$ cat config.mk
export PLATFORM = sky130hd
export DESIGN_NAME = operand_requester
export DESIGN_NICKNAME = d
export VERILOG_FILES = /design/src/rtl/operand_requester.sv
export SDC_FILE = /design/constraint.sdc
export NUM_CORES = 1
export LEC_CHECK = 0
export ABC_AREA = 1
export CORE_ASPECT_RATIO = 1.5
export CORE_UTILIZATION = 64
export CTS_CLUSTER_SIZE = 20
export DETAILED_ROUTE_END_ITERATION = 16
export MAX_ROUTING_LAYER = met4
export PLACE_DENSITY = 0.9
export SLEW_MARGIN = 20
export SYNTH_ARGS = -nofsm -noshare
export SYNTH_HDL_FRONTEND = slang
export SYNTH_SLANG_ARGS = --single-unit
$ cat constraint.sdc
create_clock -name clk_i -period 7 [get_ports clk_i]
set_input_delay 1.4 -clock clk_i [delete_from_list [all_inputs] [get_ports clk_i]]
set_output_delay 1.4 -clock clk_i [all_outputs]
set_load 0.01 [all_outputs]
$ cat src/rtl/operand_requester.sv
// Per-lane operand requester: expands one accepted operand request into VRF word reads
// for the ALUA, ALUB and StoreOp queues, each throttled by a credit counter.
package operand_requester_pkg;
  localparam int unsigned NrLane         = 2;
  localparam int unsigned VLEN           = 1024;
  localparam int unsigned NrOpQueue      = 3;  // 0: ALUA (vs1), 1: ALUB (vs2), 2: StoreOp (vs3)
  localparam int unsigned ByteBlock      = 8 * NrLane;
  localparam int unsigned ByteBlockWidth = $clog2(ByteBlock);
  localparam int unsigned VLWidth        = $clog2(VLEN) + 1;
  localparam int unsigned CntWidth       = VLWidth + 3 - ByteBlockWidth;
  localparam int unsigned WordsPerVReg   = VLEN / 8 / ByteBlock;

  typedef logic [CntWidth-1:0] vrf_addr_t;
  typedef logic [VLWidth-1:0]  vlen_t;

  typedef struct packed {
    logic [NrOpQueue-1:0][4:0] vs;
    logic [NrOpQueue-1:0][1:0] vew;
    logic [NrOpQueue-1:0]      queue_req;
    vlen_t                     vl;
    vlen_t                     vstart;
  } op_req_t;

  function automatic vrf_addr_t get_vrf_addr(input logic [4:0] vs);
    return vrf_addr_t'(vs) << $clog2(WordsPerVReg);
  endfunction
endpackage

// Handshakes: a transfer happens on a rising clk_i edge where valid and ready are both
// high; valid never depends on ready and, once high, holds with stable payload until taken.
module operand_requester
  import operand_requester_pkg::*;
#(
  parameter int unsigned QueueDepth = 4
) (
  input  logic                        clk_i,
  input  logic                        rst_ni,
  input  logic                        op_req_valid_i,
  input  op_req_t                     op_req_i,
  output logic                        op_req_ready_o,
  output logic      [NrOpQueue-1:0]   vrf_req_valid_o,
  output vrf_addr_t [NrOpQueue-1:0]   vrf_req_addr_o,
  input  logic      [NrOpQueue-1:0]   vrf_req_ready_i,
  input  logic      [NrOpQueue-1:0]   operand_pop_i,
  output logic                        busy_o
);
  localparam int unsigned CreditWidth = $clog2(QueueDepth + 1);
  localparam logic [CreditWidth-1:0] CreditMax = CreditWidth'(QueueDepth);
  localparam logic [0:0] IDLE   = 1'b0;
  localparam logic [0:0] ACTIVE = 1'b1;

  typedef logic [CntWidth-1:0]  cnt_t;
  typedef logic [VLWidth+2:0]   byte_t;

  logic [0:0]             r_state;
  cnt_t                   r_remaining [NrOpQueue];
  vrf_addr_t              r_addr      [NrOpQueue];
  logic [CreditWidth-1:0] r_credit    [NrOpQueue];
  cnt_t                   w_rem_load  [NrOpQueue];
  vrf_addr_t              w_addr_load [NrOpQueue];
  logic [NrOpQueue-1:0]   w_grant;
  logic                   w_load_any;
  logic                   w_all_done;

  for (genvar q = 0; q < NrOpQueue; q++) begin : g_queue
    byte_t w_end_byte;
    byte_t w_start_byte;
    cnt_t  w_end_word;
    cnt_t  w_start_word;

    assign w_end_byte   = byte_t'(op_req_i.vl) << op_req_i.vew[q];
    assign w_start_byte = byte_t'(op_req_i.vstart) << op_req_i.vew[q];
    // Last word rounds up so a partial block is still fetched.
    assign w_end_word   = cnt_t'((w_end_byte + byte_t'(ByteBlock - 1)) >> ByteBlockWidth);
    assign w_start_word = cnt_t'(w_start_byte >> ByteBlockWidth);

    assign w_rem_load[q]  = (op_req_i.queue_req[q] && (op_req_i.vstart < op_req_i.vl))
                            ? (w_end_word - w_start_word) : '0;
    assign w_addr_load[q] = get_vrf_addr(op_req_i.vs[q]) + w_start_word;

    assign vrf_req_valid_o[q] = (r_state == ACTIVE) && (r_remaining[q] != '0)
                                && (r_credit[q] != '0);
    assign vrf_req_addr_o[q]  = r_addr[q];
    assign w_grant[q]         = vrf_req_valid_o[q] & vrf_req_ready_i[q];

    // Credits live across requests; a grant and a pop together cancel out.
    always_ff @(posedge clk_i or negedge rst_ni) begin
      if (!rst_ni) begin
        r_credit[q] <= CreditMax;
      end else if (w_grant[q] && !operand_pop_i[q]) begin
        r_credit[q] <= r_credit[q] - 1'b1;
      end else if (!w_grant[q] && operand_pop_i[q] && (r_credit[q] != CreditMax)) begin
        r_credit[q] <= r_credit[q] + 1'b1;
      end
    end

    a_pop_overflow: assert property (@(posedge clk_i) disable iff (!rst_ni)
      !(operand_pop_i[q] && (r_credit[q] == CreditMax)));
  end

  always_comb begin
    w_load_any = 1'b0;
    w_all_done = 1'b1;
    for (int q = 0; q < NrOpQueue; q++) begin
      if (w_rem_load[q] != '0) w_load_any = 1'b1;
      if ((r_remaining[q] - cnt_t'(w_grant[q])) != '0) w_all_done = 1'b0;
    end
  end

  always_ff @(posedge clk_i or negedge rst_ni) begin
    if (!rst_ni) begin
      r_state <= IDLE;
      for (int q = 0; q < NrOpQueue; q++) begin
        r_remaining[q] <= '0;
        r_addr[q]      <= '0;
      end
    end else begin
      case (r_state)
        IDLE: begin
          if (op_req_valid_i) begin
            for (int q = 0; q < NrOpQueue; q++) begin
              r_remaining[q] <= w_rem_load[q];
              r_addr[q]      <= w_addr_load[q];
            end
            r_state <= w_load_any ? ACTIVE : IDLE;
          end
        end
        ACTIVE: begin
          for (int q = 0; q < NrOpQueue; q++) begin
            if (w_grant[q]) begin
              r_remaining[q] <= r_remaining[q] - 1'b1;
              r_addr[q]      <= r_addr[q] + 1'b1;
            end
          end
          if (w_all_done) r_state <= IDLE;
        end
        default: r_state <= IDLE;
      endcase
    end
  end

  assign op_req_ready_o = (r_state == IDLE);
  assign busy_o         = (r_state == ACTIVE);
endmodule

* Word level (Yosys, flattened, before mapping)
Index checks and enable logic that the tools add are counted.
** Operators by class
- Add/sub/neg operators :: 24
- Magnitude comparators :: 1
- Equal/unequal tests :: 7
- Shift-type cells :: 6
- Multiplexer cells :: 29
- Bitwise logic cells :: 4
- Reduce and logical (&&, ||, !) cells :: 42
** Operators with widths (count)
- case mux 30 bit (2 select lines) :: 2
- 2-to-1 mux 10 bit :: 9
- nonzero test 10 bit :: 9
- << shifter 11 x 2 -> 14 bit :: 6
- 2-to-1 mux 30 bit :: 2
- adder 14 x 4 -> 14 bit, second input constant :: 3
- adder 10 x 1 -> 10 bit, second input constant :: 3
- adder 8 x 10 -> 10 bit :: 3
- subtractor 10 x 1 -> 10 bit :: 3
- subtractor 10 x 1 -> 10 bit, second input constant :: 3
- subtractor 10 bit :: 3
- logical AND 1 bit :: 18
- 2-to-1 mux 3 bit :: 6
- less-than comparator 11 bit :: 1
- adder 3 x 1 -> 3 bit, second input constant :: 3
- 2-to-1 mux 1 bit :: 9
- != test 3 bit, second input constant :: 3
- nonzero test 3 bit :: 3
- subtractor 3 x 1 -> 3 bit, second input constant :: 3
- zero test 1 bit :: 6
- != test 2 x 1 -> 1 bit, second input constant :: 3
- AND reduction 2 bit :: 3
- nonzero test 2 bit :: 3
- AND 1 bit :: 3
- 3 further kinds :: 3
** Word-level totals
- Register bits after elaboration :: 70
- Input port bits :: 55

* Longest topological paths before layout
Gate-level depths: netlist of run 1.
- Depth after elaboration :: 11
- Mapped depth :: 31
- Depth with buffers taken out :: 30

* Least setup slack after synthesis of run 1
No wires, ideal clock.
- Path kind :: input port to flip-flop
- From :: in op_req_i[27] in the netlist's numbering
- To :: reg r_state, in the netlist busy_o
- Setup time :: 0.116 ns
- Arrival :: 3.833 ns
- Required time :: 6.884 ns
- Slack :: 3.051 ns
- Stages on the path :: 22
- Path buffers :: 2
- Path through :: buf_2 clkbuf_1 nand2_1 o21ai_0 inv_1 o21ai_0 inv_1 ha_1 a21oi_1 nor2_1 nor2_1 nand3b_1 nand2_1 inv_1 nand2_1 nand3_1 nor2_1 nand3_1 nor2_1 nand2_1 nand2_1 nand2_1
** On the way
- Cells in the longest elaborated chain, start to end :: 10
** Ends and longest elaborated chain
- start: declaration :: line 39 : input op_req_t op_req_i,
- << shifter 11 x 2 -> 14 bit :: line 71 : assign w_end_byte = byte_t'(op_req_i.vl) << op_req_i.vew[q];
- adder 14 x 4 -> 14 bit :: line 74 : assign w_end_word = cnt_t'((w_end_byte + byte_t'(ByteBlock - 1)) >> ByteBlockWidth);
- subtractor 10 bit * :: line 78 : ? (w_end_word - w_start_word) : '0;
- 2-to-1 mux 10 bit * :: line 78
- nonzero test 10 bit * :: line 105 : if (w_rem_load[q] != '0) w_load_any = 1'b1;
- 2-to-1 mux 1 bit * (2 in series) :: line 105
- 2-to-1 mux 1 bit * :: line 125 : r_state <= w_load_any ? ACTIVE : IDLE;
- 2-to-1 mux 1 bit * :: line 120 : if (op_req_valid_i) begin
- case mux 1 bit (2 select lines) * :: line 118 : case (r_state)
- end signal: assignment :: line 125
- end: declaration :: line 55 : logic [0:0] r_state;
Every way passes the cells marked *; elsewhere a longest branch is shown, timed or not.
A chain may end at the register's enable or synchronous reset.

* Worst setup path after layout of run 1
- From :: in op_req_i[28] in the netlist's numbering
- To :: reg r_state, in the netlist busy_o
Same word-level chain as after synthesis.

==> impl_metrics.py, run 1 <==
metrics = {
    "routing": {
        "drc": 0,
        "drtIter0Drc": 637,
        "vias": 10000,
        "routed_wl_mm": 26.3,
        "dr.pass1.iters": 6,
        "post_drt_via_cell_ratio": 5.89,
        "ant_nets": 0,
        "post_drt_wl_per_cell_um": 15.5,
    },
    "layout": {
        "finish.instance_area_um2": 10200,
        "antenna_cells": 0,
        "final_cell_mix": "nand2_1 (408), inv_1 (191), o21ai_0 (137)",
        "drive_gt1_share_pct": 4.61,
        "syn2layout_area_growth_pct": 12.1,
        "fin_cells": 1701,
        "nNetsFinal": 1661,
        "layout_commonest_cell": "nand2_1",
    },
    "synthesis": {
        "seq_area_frac_synth_pct": 19.3,
        "synth-edff-count": 0,
        "yosysUniqueCellTypes": 58,
        "postSynthAreaPerCell_um2": 6.11,
        "ys_warn_count": 0,
        "ys_ff_latch": 70,
        "syn_area_um2": 9070,
        "syn_inst": 1484,
        "synth_nets": 1611,
        "synth-async-reset-ratio_pct": 100,
        "synthFlopType": "dfrtp_1",
    },
    "job": {
        "timing.max_cap.violations": 0,
    },
    "global_route": {
        "grt_overflow": 0,
        "antenna_found_initial": 0,
        "grt_max_degree": 71,
        "grt_usage_pct": 37.4,
        "grt_pass1_vias": 9311,
        "grt_first_pass_wirelength_mm": 42.6,
    },
    "sta": {
        "fin_crit_sh_pct": 75.9,
        "slew_headroom_pct": 34.0,
        "hold-worst-slack_ps": 503,
        "min_period_ps": 5310,
        "fin_tns_setup_ps": 0,
        "rsz0062_at_grt": "false",
        "tightest_slew_ps": 986,
        "skew_ps": 6.48,
        "fmax_mhz": 188,
        "setup_viol": 0,
        "hold_viol": 0,
        "final-max-slew-violation-count": 0,
    },
    "clock_tree": {
        "post_cts_buffers": 0,
        "numCtsBuffers": 9,
        "cts.path.max_buffers": 2,
        "clk_latency_ps": 330,
        "cts_resized": 0,
        "cts.sinks": 70,
        "path_clk_slew_ps": 60,
        "cts_root_buf": "clkbuf_16",
        "htree_levels": 3,
        "ctsHoldBuffers": 0,
        "tritoncts": "done",
    },
    "floorplan": {
        "ioPinCount": 90,
        "die_area_um2": 14700,
        "die_w_um": 99.2,
        "core_area_um2": 13700,
        "fp.dieH_um": 148,
        "start_util_pct": 66.4,
        "num_rows": 52,
    },
    "setup_path": {
        "cp-end-kind": "flop",
        "cp.required_ps": 7220,
        "arrival_ps": 5530,
        "startpoint_type": "input pin",
        "cp_max_fo": 24,
        "crit_type": "input pin to flop",
    },
    "place": {
        "gp_congestion": 1.02,
        "dp_cells": 1685,
        "io_buffers": 89,
        "place_area_um2": 9900,
        "dpl.hpwl_mm": 20.8,
    },
    "power": {
        "clkPwrFrac_pct": 14.3,
        "power.leakage_uw": 0.00511,
        "powerDensity_nw_per_um2": 286,
        "power.switching_uw": 1380,
        "p_seq_share_pct": 28.1,
        "vdd.ir_drop.worst_uv": 166,
        "internal_power_uw": 1530,
        "switching_share_pct": 47.5,
        "p_comb_share_pct": 57.7,
    },
    "hold_path": {
        "hold_class": "flop to flop",
    },
    "status": {
        "status": "finished, final reports clean",
    },
}
layer usage:
| metal | routed length [µm] | track usage [%] |
|---|---|---|
| met1 | 10200 | 42.0 |
| met2 | 13300 | 65.0 |
| met3 | 1320 | 2.65 |
| met4 | 1490 | 21.3 |
| met5 | 0 | - |
flip-flops by register name, summed over array words and instances, names as in the netlist:
name            flops
vrf_req_addr_o     30
r_remaining        30
r_credit            9
busy_o              1
worst paths after layout:
check / from / to / slack [ps] / depth (start not counted)
min reg2reg: r_credit[3] / r_credit[3] / 500 / 1
max: op_req_i[28] / busy_o / 1690 / 27
min in group asynchronous: rst_ni / r_remaining[7] / 1280 / 2
max reg2reg: busy_o / r_remaining[12] / 3780 / 8
min: r_credit[3] / r_credit[3] / 500 / 1
max in group asynchronous: rst_ni / busy_o / 5070 / 2
synthesized netlist by cell type, types with 7 or more instances:
cell      number  share of area (%)
inv_1        191                7.9
nand2_1      408                 17
fa_1           9                2.0
xor2_1        44                4.2
o21ai_0      137                7.6
xnor2_1       10               0.97
inv_2         13               0.54
a31oi_1       15                1.0
clkbuf_1      24               0.99
dfrtp_1       67                 18
buf_4          7               0.58
nor3_1        19                1.0
nor2_1       127                5.3
o211ai_1      17                1.4
a21oi_1       79                4.4
nand3_1      112                6.2
ha_1          63                8.7
a22oi_1        8               0.66
nand2_2       10               0.69
nand4_1       13               0.90
buf_2         16               0.88
o21ai_1       17               0.94
metrics by stage:
stage | utilization (%) | power [µW] | setup slack, ps
6_report | 74.4 | 2910 | 1690
5_1_grt | 74.4 | 3140 | 1260
4_1_cts | 74.4 | 2890 | 1710
3_5_place_dp | 72.5 | 2460 | 1390
3_3_place_gp | 72.5 | 2400 | 1420
2_1_floorplan | - | 1920 | 3050
cell families (layout without fill, tap and decap cells):
group | after synthesis | after routing | synth area share [%]
AOI/OAI and AO/OA | 307 | 307 | 19.1
xor gates and xnor gates | 54 | 54 | 5.21
adders and majority gates | 72 | 72 | 10.7
buffers and inverters | 261 | 316 | 11.8
DFF | 70 | 70 | 19.3
muxes | 4 | 4 | 0.455
and+or+nand+nor | 716 | 716 | 33.3
power groups by stage:
stage                     clock (µW)  sequential, µW  combinational, µW
after floorplan                    0             797               1130
after global placement             0             807               1590
after detailed placement           0             815               1640
after CTS                        417             810               1660
after global routing             427             837               1880
final                            415             816               1680
final cells by class:
class,count,area [µm²]
inverter,206,777
tap,162,203
multi-input combinational,1153,6240
clock inverter,6,38.8
fill,1165,3490
sequential,70,1760
timing repair buffer,94,923
clock buffer,10,229
worst max-delay path, cell delays in order:
cell and delay, ps:
clkdlybuf4s50_1 990, inv_2 340, nand3_1 180, nand2_1 120, a21oi_4 220, inv_2 110
nor2_8 120, inv_1 70, nor2_1 80, nand2_1 70, nand2_1 60, inv_1 40
ha_1 320, a21oi_1 330, nor2_1 70, nor2_1 130, nand3b_1 90, nand2_1 70
inv_1 30, nand2_1 80, nand3_1 80, nor2_1 130, nand3_1 90, nor2_1 130
nand2_1 60, nand2_1 60, nand2_1 40
Note: power is estimated with default switching activity, not from simulation.
==> inputs of run 2 (changes only) <==
--- a/config.mk
+++ b/config.mk
@@ -7,11 +7,11 @@
 export LEC_CHECK = 0
 export ABC_AREA = 1
 export CORE_ASPECT_RATIO = 1.5
-export CORE_UTILIZATION = 64
+export CORE_UTILIZATION = 60
 export CTS_CLUSTER_SIZE = 20
 export DETAILED_ROUTE_END_ITERATION = 16
 export MAX_ROUTING_LAYER = met4
-export PLACE_DENSITY = 0.9
+export PLACE_DENSITY = 0.85
 export SLEW_MARGIN = 20
 export SYNTH_ARGS = -nofsm -noshare
 export SYNTH_HDL_FRONTEND = slang
==> constraint.sdc (replaced) <==
create_clock -name clk_i -period 5 [get_ports clk_i]
set_input_delay 1 -clock clk_i [delete_from_list [all_inputs] [get_ports clk_i]]
set_output_delay 1 -clock clk_i [all_outputs]
set_load 0.01 [all_outputs]
==> run 2 against run 1 <==
Non-clock buffer count grew 12. Wire length grew 0.52%. Via count shrank 0.17%. Sequential share of layout area shrank 0.31 points. Cell count grew 2.7%. Clock-buffer cell count is the same. Highest routed layer unchanged.
==> impl_metrics.py, run 2 (synthesis gave the netlist of run 1 again) <==
metrics = {
    "status": {
        "status": "finished, final reports clean",
    },
    "sta": {
        "setup_viol": 0,
        "min_period_ps": 4360,
        "final-max-slew-violation-count": 0,
        "fin_tns_setup_ps": 0,
        "layout_setup_ws_ps": 644,
        "fmax_mhz": 230,
        "fin_crit_sh_pct": 87.1,
        "slew_headroom_pct": 42.4,
        "rsz0062_at_grt": "false",
        "hold_viol": 0,
        "tightest_slew_ps": 861,
        "skew_ps": 5.07,
    },
    "layout": {
        "syn2layout_area_growth_pct": 14.2,
        "final_cell_mix": "nand2_1 (408), inv_1 (191), o21ai_0 (137)",
        "multiInputGateArea_um2": 6240,
        "fillers": 1335,
        "nNetsFinal": 1673,
        "finish.instance_area_um2": 10400,
        "seq_area_um2": 1760,
        "antenna_cells": 0,
        "drive_gt1_share_pct": 5.42,
        "layout_commonest_cell": "nand2_1",
    },
    "setup_path": {
        "startpoint_type": "input pin",
        "cp_slowest_cell": "clkdlybuf4s50_1",
        "cp.required_ps": 5230,
        "crit_top_cell": "nand2_1",
        "critPathTopFamily": "simple AND/OR/NAND/NOR gates",
        "slowest_delay_ps": 650,
        "cp-end-kind": "flop",
        "cp_max_fo": 28,
        "crit_buf_inv": 4,
        "arrival_ps": 4580,
        "crit_type": "input pin to flop",
    },
    "floorplan": {
        "die_area_um2": 15600,
        "num_rows": 54,
        "die_w_um": 102,
        "fp.dieH_um": 153,
        "start_util_pct": 61.9,
        "ioPinCount": 90,
        "core_area_um2": 14700,
    },
    "clock_tree": {
        "htree_levels": 3,
        "numCtsBuffers": 9,
        "post_cts_buffers": 0,
        "clk_latency_ps": 340,
        "cts_root_buf": "clkbuf_16",
        "cts.path.max_buffers": 2,
        "tritoncts": "done",
        "ctsHoldBuffers": 0,
        "cts_resized": 0,
        "path_clk_slew_ps": 60,
        "cts.sinks": 70,
    },
    "place": {
        "place_area_um2": 10000,
        "gp_congestion": 1.00,
        "dpl.hpwl_mm": 20.7,
        "place_ws_ps": 315,
        "io_buffers": 89,
    },
    "hold_path": {
        "hold_class": "flop to flop",
    },
    "routing": {
        "ant_nets": 0,
        "drc": 0,
        "vias": 10000,
        "routed_wl_mm": 26.5,
        "drtIter0Drc": 601,
        "post_drt_via_cell_ratio": 5.73,
        "dr.pass1.iters": 6,
        "post_drt_wl_per_cell_um": 15.2,
    },
    "power": {
        "powerDensity_nw_per_um2": 403,
        "vdd.ir_drop.worst_uv": 240,
        "power.leakage_uw": 0.00520,
    },
    "global_route": {
        "antenna_found_initial": 0,
        "grt_overflow": 0,
        "grt_pass1_vias": 9218,
        "grt_first_pass_wirelength_mm": 42.9,
        "grt_max_degree": 47,
        "grt_usage_pct": 35.6,
    },
    "job": {
        "timing.max_cap.violations": 0,
    },
}
==> run 2: layout make-up <==
class / count / area share (%)
clock buffer: 10 / 2.31
timing repair buffer: 106 / 9.78
clock inverter: 6 / 0.821
sequential: 70 / 17.0
tap: 196 / 2.37
inverter: 206 / 7.50
multi-input combinational: 1153 / 60.3
==> run 2: report_power, final <==
part / total [µW] / internal, µW / switching, µW / leakage, µW
registers: 1150 / 851 / 294 / 0.000832
clock network: 692 / 448 / 244 / 0.000154
logic: 2340 / 961 / 1380 / 0.00421
total: 4180 / 2260 / 1920 / 0.00520
==> run 2: routing by layer <==
metal | GRT usage, % | part of all wire (%) | vias to the layer above
met5 | - | 0 | -
met1 | 41.4 | 40 | 4528
li1 | - | - | 4982
met2 | 60.0 | 50 | 401
met3 | 3.03 | 5.5 | 91
met4 | 18.3 | 5.0 | 0
==> run 2: stage by stage <==
stage	std cells	total power [µW]	hold slack, ps	utilization (%)
6_report	1747	4180	497	70.7
5_1_grt	1747	4530	527	70.7
4_1_cts	1747	4150	507	70.7
3_5_place_dp	1731	3420	495	68.4
3_3_place_gp	1731	3370	491	68.4
2_1_floorplan	1484	2690	464	-
==> run 2: worst paths after layout <==
kind	start	end	slack, ps	cells after the start
min	r_credit[0]	r_credit[0]	500	1
max in group asynchronous	rst_ni	busy_o	3310	2
max reg2reg	busy_o	busy_o	1880	15
min reg2reg	r_credit[0]	r_credit[0]	500	1
min in group asynchronous	rst_ni	vrf_req_addr_o[25]	640	1
max	op_req_i[25]	busy_o	640	26
==> inputs of run 3 (changes only) <==
--- a/config.mk
+++ b/config.mk
@@ -6,13 +6,14 @@
 export NUM_CORES = 1
 export LEC_CHECK = 0
 export ABC_AREA = 1
+export CAP_MARGIN = 25
 export CORE_ASPECT_RATIO = 1.5
-export CORE_UTILIZATION = 60
+export CORE_UTILIZATION = 67
 export CTS_CLUSTER_SIZE = 20
 export DETAILED_ROUTE_END_ITERATION = 16
+export DONT_BUFFER_PORTS = 1
 export MAX_ROUTING_LAYER = met4
 export PLACE_DENSITY = 0.85
-export SLEW_MARGIN = 20
 export SYNTH_ARGS = -nofsm -noshare
 export SYNTH_HDL_FRONTEND = slang
 export SYNTH_SLANG_ARGS = --single-unit
==> run 3 against run 2 <==
Power fell by 8.9%. Non-clock buffer count shrank 104. Sequential share of layout area is 2.0 points higher. Register-to-register slack got worse by 30 ps. Via count down 4.6%. Cell count shrank 8.1%. Flip-flop and latch count stayed put. Critical endpoint unchanged. Die area shrank 10%. Largest power group unchanged.
==> impl_metrics.py, run 3 (synthesis gave the netlist of run 1 again) <==
metrics = {
    "status": {
        "status": "finished, final reports clean",
    },
    "place": {
        "dpl.hpwl_mm": 20.3,
        "io_buffers": 0,
        "gp_congestion": 1.06,
        "dp_cells": 1590,
    },
    "global_route": {
        "grt_overflow": 0,
        "grt_pass1_vias": 9130,
        "grt_max_degree": 71,
        "antenna_found_initial": 0,
        "grt_first_pass_wirelength_mm": 42.5,
        "grt_usage_pct": 38.6,
    },
    "routing": {
        "vias": 9543,
        "drc": 0,
        "routed_wl_mm": 26.1,
        "post_drt_wl_per_cell_um": 16.2,
        "ant_nets": 0,
        "dr.pass1.iters": 6,
        "post_drt_via_cell_ratio": 5.94,
        "drtIter0Drc": 684,
    },
    "clock_tree": {
        "htree_levels": 3,
        "post_cts_buffers": 0,
        "cts_resized": 0,
        "path_clk_slew_ps": 60,
        "numCtsBuffers": 9,
        "cts_root_buf": "clkbuf_16",
        "ctsHoldBuffers": 0,
        "cts.sinks": 70,
        "tritoncts": "done",
        "clk_latency_ps": 340,
        "cts.path.max_buffers": 2,
    },
    "layout": {
        "layout_commonest_cell": "nand2_1",
        "antenna_cells": 0,
        "syn2layout_area_growth_pct": 2.39,
        "fin_cells": 1606,
        "final_cell_mix": "nand2_1 (408), inv_1 (191), o21ai_0 (137)",
        "drive_gt1_share_pct": 4.70,
        "nNetsFinal": 1569,
    },
    "sta": {
        "skew_ps": 6.43,
        "fin_crit_sh_pct": 74.6,
        "slew_headroom_pct": 41.0,
        "fmax_mhz": 268,
        "tightest_slew_ps": 883,
        "hold_viol": 0,
        "final-max-slew-violation-count": 0,
        "setup_viol": 0,
        "rsz0062_at_grt": "false",
        "min_period_ps": 3730,
        "fin_tns_setup_ps": 0,
    },
    "setup_path": {
        "startpoint_type": "input pin",
        "crit_type": "input pin to flop",
        "cp_max_fo": 26,
        "cp-end-kind": "flop",
        "rr_worst_depth": 17,
        "arrival_ps": 3960,
        "cp.required_ps": 5230,
    },
    "hold_path": {
        "hold_class": "input pin to asynchronous set/reset pin",
    },
    "floorplan": {
        "start_util_pct": 69.4,
        "die_w_um": 97.0,
        "core_area_um2": 13100,
        "die_area_um2": 14000,
        "num_rows": 51,
        "fp.dieH_um": 145,
        "ioPinCount": 90,
    },
    "power": {
        "vdd.ir_drop.worst_uv": 223,
        "power.leakage_uw": 0.00477,
        "fin_total_pwr_uw": 3800,
        "powerDensity_nw_per_um2": 410,
    },
    "job": {
        "timing.max_cap.violations": 0,
    },
}
==> run 3: cell count changes in the layout (fill, tap and decap cells not counted), sizes merged <==
| cell | previous run | this run |
|---|---|---|
| bufinv | 2 | 1 |
| clkinvlp | 2 | 1 |
| clkdlybuf4s50 | 88 | 0 |
| clkbuf | 10 | 9 |
| buf | 18 | 2 |
| clkinv | 3 | 5 |
| inv | 205 | 206 |
==> run 3: through the flow <==
stage                     cell area, µm²  setup WS [ps]  utilization (%)  hold WS (ps)
after global routing                9290            891             71.0           335
after floorplan                     9070           1450                -           464
after CTS                           9290           1300             71.0           341
after detailed placement            8990            952             68.7           511
final                               9290           1270             71.0           350
after global placement              8990            999             68.7           486
==> run 3: final timing paths <==
kind                               endpoint  slack, ps           start
worst max-delay path                 busy_o       1270    op_req_i[26]
worst min-delay path            r_credit[0]        350          rst_ni
worst max register to register       busy_o       1850  r_remaining[0]
worst min register to register  r_credit[8]        510     r_credit[8]
max in group asynchronous       r_credit[8]       4410          rst_ni
min in group clk_i              r_credit[8]        510     r_credit[8]
==> run 3: where the power goes <==
group	internal (µW)	switching, µW	leakage, µW	total (µW)
combinational	714	1240	0.00379	1960
clock	387	252	0.000146	640
sequential	851	355	0.000832	1210
total	1950	1850	0.00477	3800
==> run 3: routing by layer <==
metal	vias to the layer above	GRT usage, %	wire length [µm]
li1	4765	-	-
met1	4302	42.7	10200
met2	382	66.3	12900
met3	94	6.09	1650
met4	0	22.2	1320
met5	-	-	0
==> run 3: final cells by class <==
class | count | area [µm²]
timing repair buffer | 2 | 15.0
clock buffer | 9 | 225
sequential | 70 | 1760
multi-input combinational | 1153 | 6240
inverter | 206 | 777
fill | 1188 | 3790
tap | 159 | 199
clock inverter | 7 | 73.8
==> run 3: critical path, stage by stage <==
cell and delay (ps):
inv_2 280, nand2_1 120, o21ai_1 150, nand2_2 140, nor2_1 180, nand3_1 130, xor2_1 220, ha_1 320
a21oi_1 300, nor2_1 70, nor2_1 130, nand3b_1 80, nand2_1 70, inv_1 30, nand2_1 100, nand3_1 80
nor2_1 90, nand3_1 100, nor2_1 190, nand2_1 70, nand2_1 60, nand2_1 40
